## config.mk

```make
export PLATFORM = sky130hd
export DESIGN_NAME = ifu
export DESIGN_NICKNAME = d
export VERILOG_FILES = /design/src/rtl/ifu_pkg.sv /design/src/rtl/ifu.sv
export SDC_FILE = /design/constraint.sdc
export NUM_CORES = 1
export LEC_CHECK = 0
export CAP_MARGIN = 20
export CELL_PAD_IN_SITES_DETAIL_PLACEMENT = 1
export CELL_PAD_IN_SITES_GLOBAL_PLACEMENT = 2
export CORE_MARGIN = 3
export CORE_UTILIZATION = 27
export DETAILED_ROUTE_END_ITERATION = 10
export MAX_ROUTING_LAYER = met4
export PLACE_DENSITY = 0.84
export SKIP_LAST_GASP = 1
export SLEW_MARGIN = 15
export SYNTH_ARGS = -nofsm -noshare
export SYNTH_HDL_FRONTEND = slang
export SYNTH_SLANG_ARGS = --single-unit
```

## constraint.sdc

```tcl
create_clock -name clk -period 3.2 [get_ports clk]
set_input_delay 0.64 -clock clk [delete_from_list [all_inputs] [get_ports clk]]
set_output_delay 0.64 -clock clk [all_outputs]
set_load 0.05 [all_outputs]
```

## src/rtl/ifu_pkg.sv

```systemverilog
`default_nettype none
// ============================================================================
//  Module      : ifu_pkg
//  Description : Shared types and constants for the instruction fetch unit.
//                Holds the fetch FSM state encoding, the sequential PC step
//                and the default reset PC.
//  Revision    : 1.0 - initial release
// ============================================================================
package ifu_pkg;

    // Fetch FSM states
    typedef enum logic [1:0] {
        IDLE = 2'd0,
        REQ  = 2'd1,
        WAIT = 2'd2,
        HOLD = 2'd3
    } ifu_state_e;

    localparam logic [31:0] PC_STEP          = 32'd4;
    localparam logic [31:0] DEFAULT_RESET_PC = 32'h8000_0000;

endpackage : ifu_pkg
`default_nettype wire

```

## src/rtl/ifu.sv

```systemverilog
`default_nettype none
// ============================================================================
//  Module      : ifu
//  Description : Instruction fetch unit. Owns the fetch PC, issues one word
//                read at a time on a valid/ready request bus, and hands each
//                returned word to the core on a valid/ready handshake.
//                Redirects from the core replace the fetch PC and kill any
//                read already in flight.
//  Ports       : clk, rst                        - clock, sync active-high reset
//                redirect_valid/redirect_pc      - core fetch redirect
//                mem_req_valid/ready/addr        - memory read request
//                mem_resp_valid/data             - memory read response
//                inst_valid/ready, inst, inst_pc - instruction to the core
//  Revision    : 1.0 - initial release
// ============================================================================
module ifu
    import ifu_pkg::*;
#(
    parameter int                ADDR_W   = 32,
    parameter logic [ADDR_W-1:0] RESET_PC = ADDR_W'(DEFAULT_RESET_PC)
) (
    input  logic              clk,
    input  logic              rst,
    input  logic              redirect_valid,
    input  logic [ADDR_W-1:0] redirect_pc,
    output logic              mem_req_valid,
    input  logic              mem_req_ready,
    output logic [ADDR_W-1:0] mem_req_addr,
    input  logic              mem_resp_valid,
    input  logic [31:0]       mem_resp_data,
    output logic              inst_valid,
    input  logic              inst_ready,
    output logic [31:0]       inst,
    output logic [ADDR_W-1:0] inst_pc
);

    ifu_state_e        r_state;
    logic [ADDR_W-1:0] r_fetch_pc;
    logic              r_kill;      // the outstanding read belongs to a stale PC
    logic [31:0]       r_inst;
    logic [ADDR_W-1:0] r_inst_pc;

    always_ff @(posedge clk) begin
        if (rst) begin
            r_state    <= IDLE;
            r_fetch_pc <= RESET_PC;
            r_kill     <= 1'b0;
            r_inst     <= 32'd0;
            r_inst_pc  <= '0;
        end else begin
            case (r_state)
                IDLE: begin
                    if (redirect_valid) r_fetch_pc <= redirect_pc;
                    r_state <= REQ;
                end
                REQ: begin
                    // The address may move while waiting for ready; memory
                    // only samples it on the handshake cycle.
                    if (redirect_valid) r_fetch_pc <= redirect_pc;
                    if (mem_req_ready) begin
                        r_state <= WAIT;
                        // Request was issued with the old PC: its data must die.
                        r_kill  <= redirect_valid;
                    end
                end
                WAIT: begin
                    if (mem_resp_valid) begin
                        if (r_kill || redirect_valid) begin
                            r_kill  <= 1'b0;
                            r_state <= REQ;
                            if (redirect_valid) r_fetch_pc <= redirect_pc;
                        end else begin
                            r_inst    <= mem_resp_data;
                            r_inst_pc <= r_fetch_pc;
                            r_state   <= HOLD;
                        end
                    end else if (redirect_valid) begin
                        r_kill     <= 1'b1;
                        r_fetch_pc <= redirect_pc;
                    end
                end
                HOLD: begin
                    // Redirect wins over sequential advance.
                    if (redirect_valid) begin
                        r_fetch_pc <= redirect_pc;
                        r_state    <= REQ;
                    end else if (inst_ready) begin
                        r_fetch_pc <= r_fetch_pc + ADDR_W'(PC_STEP);
                        r_state    <= REQ;
                    end
                end
                default: r_state <= IDLE;
            endcase
        end
    end

    assign mem_req_valid = (r_state == REQ);
    assign mem_req_addr  = {r_fetch_pc[ADDR_W-1:2], 2'b00};
    assign inst_valid    = (r_state == HOLD);
    assign inst          = r_inst;
    assign inst_pc       = r_inst_pc;

    // Request address is always word aligned.
    a_addr_aligned : assert property (@(posedge clk) disable iff (rst)
        mem_req_addr[1:0] == 2'b00);

    // An offered instruction must not change until taken or redirected.
    a_inst_stable : assert property (@(posedge clk) disable iff (rst)
        (inst_valid && !inst_ready && !redirect_valid) |=> ($stable(inst) && $stable(inst_pc)));

    // Memory may only respond while a read is outstanding.
    a_resp_in_wait : assert property (@(posedge clk) disable iff (rst)
        mem_resp_valid |-> (r_state == WAIT));

endmodule : ifu
`default_nettype wire

```

==> results_dict.tcl <==
set metrics [dict create \
    status "finished, final reports clean" \
    io_buffers 165 \
    cp-start-kind "flop" \
    drc 0 \
    ctsHtreeMaxLevel 3 \
    synthToLayoutAreaGrowth_pct 42.1 \
    drtPass1Iterations 4 \
    antenna_found_initial 0 \
    nets 778 \
    layout-drive-gt1-share_pct 6.49 \
    vdd_drop_max_mv 0.246 \
    path_clk_slew_ps 70 \
    cts.path.max_buffers 2 \
    synth.distinct_cells 57 \
    critPathCaptureType "output pin" \
    die_x_um 138 \
    die_h_um 138 \
    hpwlAfterDp_mm 11.9 \
    rsz0062_at_grt "false" \
    hold_buffers 0 \
    hold_path.startpoint "inst_pc[5]$_SDFFE_PP0P_" \
    wl_per_cell_um 17.4 \
    vias 4483 \
    num_rows 47 \
    maxCapViolations 0 \
    path_max_fanout 7 \
    timing.final.crit_share_pct 83.5 \
    critPathMaxStageDelay_ps 880 \
    worst_pin_slew_ps 732 \
    cellPowerDensity_mw_per_mm2 446 \
    grt_pass1_wl_mm 25.0 \
    grt_max_degree 63 \
    setup_slack_ps 526 \
    arrival_ps 2030 \
    cp_num_buf_inv 1 \
    overflow 0 \
    r2r_setup_slack_ps 960 \
    finalMaxSlewViolations 0 \
    insertion_delay_ps 360 \
    leakage_nw 2.24 \
    crit_required_ps 2560 \
    cts.sinks 99 \
    synth_edf_count 0 \
    vias_per_cell 4.83 \
    fin_skew_ps 9.26 \
    fmax_mhz 374 \
    grt_pass1_vias 4658 \
    cts_setup_buffers 0 \
    cts_resized 0 \
    io_pins 168 \
    drt_iter0_drc 191 \
    die-area_mm2 0.0189 \
    initial_core_util_pct 27.9 \
    ys_ff_latch 99 \
    post_dp_cell_area_mm2 0.00633 \
    hold_path.class "reg2reg" \
    avgSynthCellArea_um2 7.98 \
    grt_use_total_pct 17.4 \
    path_class "reg2out" \
    cts_tree "done" \
    gp_congestion 0.824 \
    syn_inst 586 \
    setup_viol 0 \
    synth_top_area_share_pct 42.4 \
    drtAntennaViolNets 0 \
    coreArea_mm2 0.0168 \
    n_antenna_cell 0 \
    post-place-ws_ps 483 \
    routed_wl_mm 16.2 \
    worstReg2RegStart "r_fetch_pc[2]$_SDFFE_PP0P_" \
    hold_viol 0 \
    fin_crit_ps 2670 \
    crit_family "buffers and inverters" \
    root_buffer "clkbuf_16" \
    synth_area_mm2 0.00468 \
    synth.area.top_cells "dfxtp_1, nand2_1, a21oi_1" \
    tns_ps 0 \
    final_area_mm2 0.00665 \
    synth_warnings 0 \
    cp-startpoint "r_state[1]$_SDFFE_PP0P_" \
    yosysTopAreaCell "dfxtp_1" \
    seq_area_frac_synth_pct 42.4 \
    ys_async_sr_fraction_pct 0 \
    slowest_stage "clkdlybuf4s50_1" \
    synthFlopType "dfxtp_1" \
    crit_chain "ha_1 > clkdlybuf4s50_1" \
    max_slew_margin_pct 51.2 \
    numCtsBuffers 9 \
]
==> metal layers <==
metal  share of wire, %  wire length [um]  global-route usage [%]  up-vias
met1                 44              7050                    21.1     2176
met2                 51              8250                    29.3       85
met4                1.8               291                    5.99        0
met3                3.5               562                    2.56       17
met5                  0                 0                       -        -
li1                   -                 -                       -     2205
==> area by class of cell <==
type                            count  area [um^2]
Tap cell                          220          275
Timing Repair Buffer              175         1740
Multi-Input combinational cell    410         2300
Fill cell                        1953        10100
Sequential cell                    99         1980
Clock inverter                      4         73.8
Inverter                            9         33.8
Clock buffer                       12          246
==> cell usage in the layout (no fill, tap or decap), types with 5 or more instances in the layout <==
| cell | netlist | layout |
|---|---|---|
| clkdlybuf4s50_1 | 0 | 164 |
| nand2_1 | 146 | 145 |
| dfxtp_1 | 99 | 99 |
| a21oi_1 | 82 | 82 |
| nor2_1 | 36 | 36 |
| nand3_1 | 12 | 12 |
| nand4_1 | 11 | 11 |
| a211oi_1 | 11 | 11 |
| nor3_1 | 10 | 10 |
| buf_4 | 32 | 10 |
| xnor2_1 | 9 | 9 |
| o21ai_0 | 9 | 9 |
| clkbuf_16 | 0 | 9 |
| inv_1 | 8 | 8 |
| xor2_1 | 6 | 6 |
| and2_1 | 5 | 5 |
| and3_1 | 5 | 5 |
==> kinds of logic (layout without fill, tap and decap cells) <==
| kind of cell | Yosys count | after routing | share of synthesized area (%) |
|---|---|---|---|
| buffers and inverters | 78 | 200 | 8.96 |
| DFF | 99 | 99 | 42.4 |
| adders and majority gates | 4 | 4 | 1.07 |
| muxes | 3 | 3 | 0.642 |
| xor gates and xnor gates | 15 | 15 | 2.81 |
| AOI/OAI and AO/OA | 131 | 131 | 16.9 |
| other | 1 | 2 | 0.0802 |
| and+or+nand+nor | 255 | 255 | 27.2 |
==> through the flow <==
| stage | std cells | total power [mW] | util, % | hold WS, ps |
|---|---|---|---|---|
| floorplan | 587 | 1.62 | - | 431 |
| global placement | 913 | 1.79 | 37.7 | 442 |
| detailed placement | 913 | 1.80 | 37.7 | 450 |
| CTS | 929 | 3.01 | 39.7 | 461 |
| global route | 929 | 3.09 | 39.7 | 482 |
| finish | 929 | 2.96 | 39.7 | 457 |
==> report_power, final <==
group	internal, mW	total, mW	switching, mW
Clock	0.708	1.20	0.488
Combinational	0.184	0.438	0.254
Sequential	1.27	1.33	0.0611
==> state kept, by name, summed over array words and instances, names as in the netlist <==
name        cells
inst_pc        32
r_state         2
r_kill          1
r_fetch_pc     32
inst           32
==> cell usage after synthesis (2+ instances only) <==
cell type and count:
nand2_1 146, dfxtp_1 99, a21oi_1 82, nor2_1 36
buf_4 32, clkbuf_1 27, nand3_1 12, a211oi_1 11
nand4_1 11, nor3_1 10, o21ai_0 9, xnor2_1 9
inv_1 8, xor2_1 6, and2_1 5, and3_1 5
buf_1 5, buf_2 4, ha_1 4, nor4_4 4
o22ai_1 4, a311oi_1 3, a31oi_1 3, and4_1 3
mux2i_1 3, nand2b_1 3, nor2b_1 3, o21bai_1 3
a2111oi_2 2, a211oi_2 2, a221oi_1 2, a31o_1 2
a32o_1 2, nand4_4 2, nor4_1 2
==> path summary, 6_finish.rpt <==
check / depth (start not counted) / endpoint
setup reg to reg: 6 / r_fetch_pc[22]$_SDFFE_PP0P_
hold / removal: 2 / inst_pc[5]$_SDFFE_PP0P_
hold reg to reg: 2 / inst_pc[5]$_SDFFE_PP0P_
setup / recovery: 2 / inst_valid
==> tightest hold or removal path, stage by stage, from the launching register on <==
cell	delay, ps
dfxtp_1	310
nand2_1	50
a21oi_1	50
(Power assumes the default switching activity.)
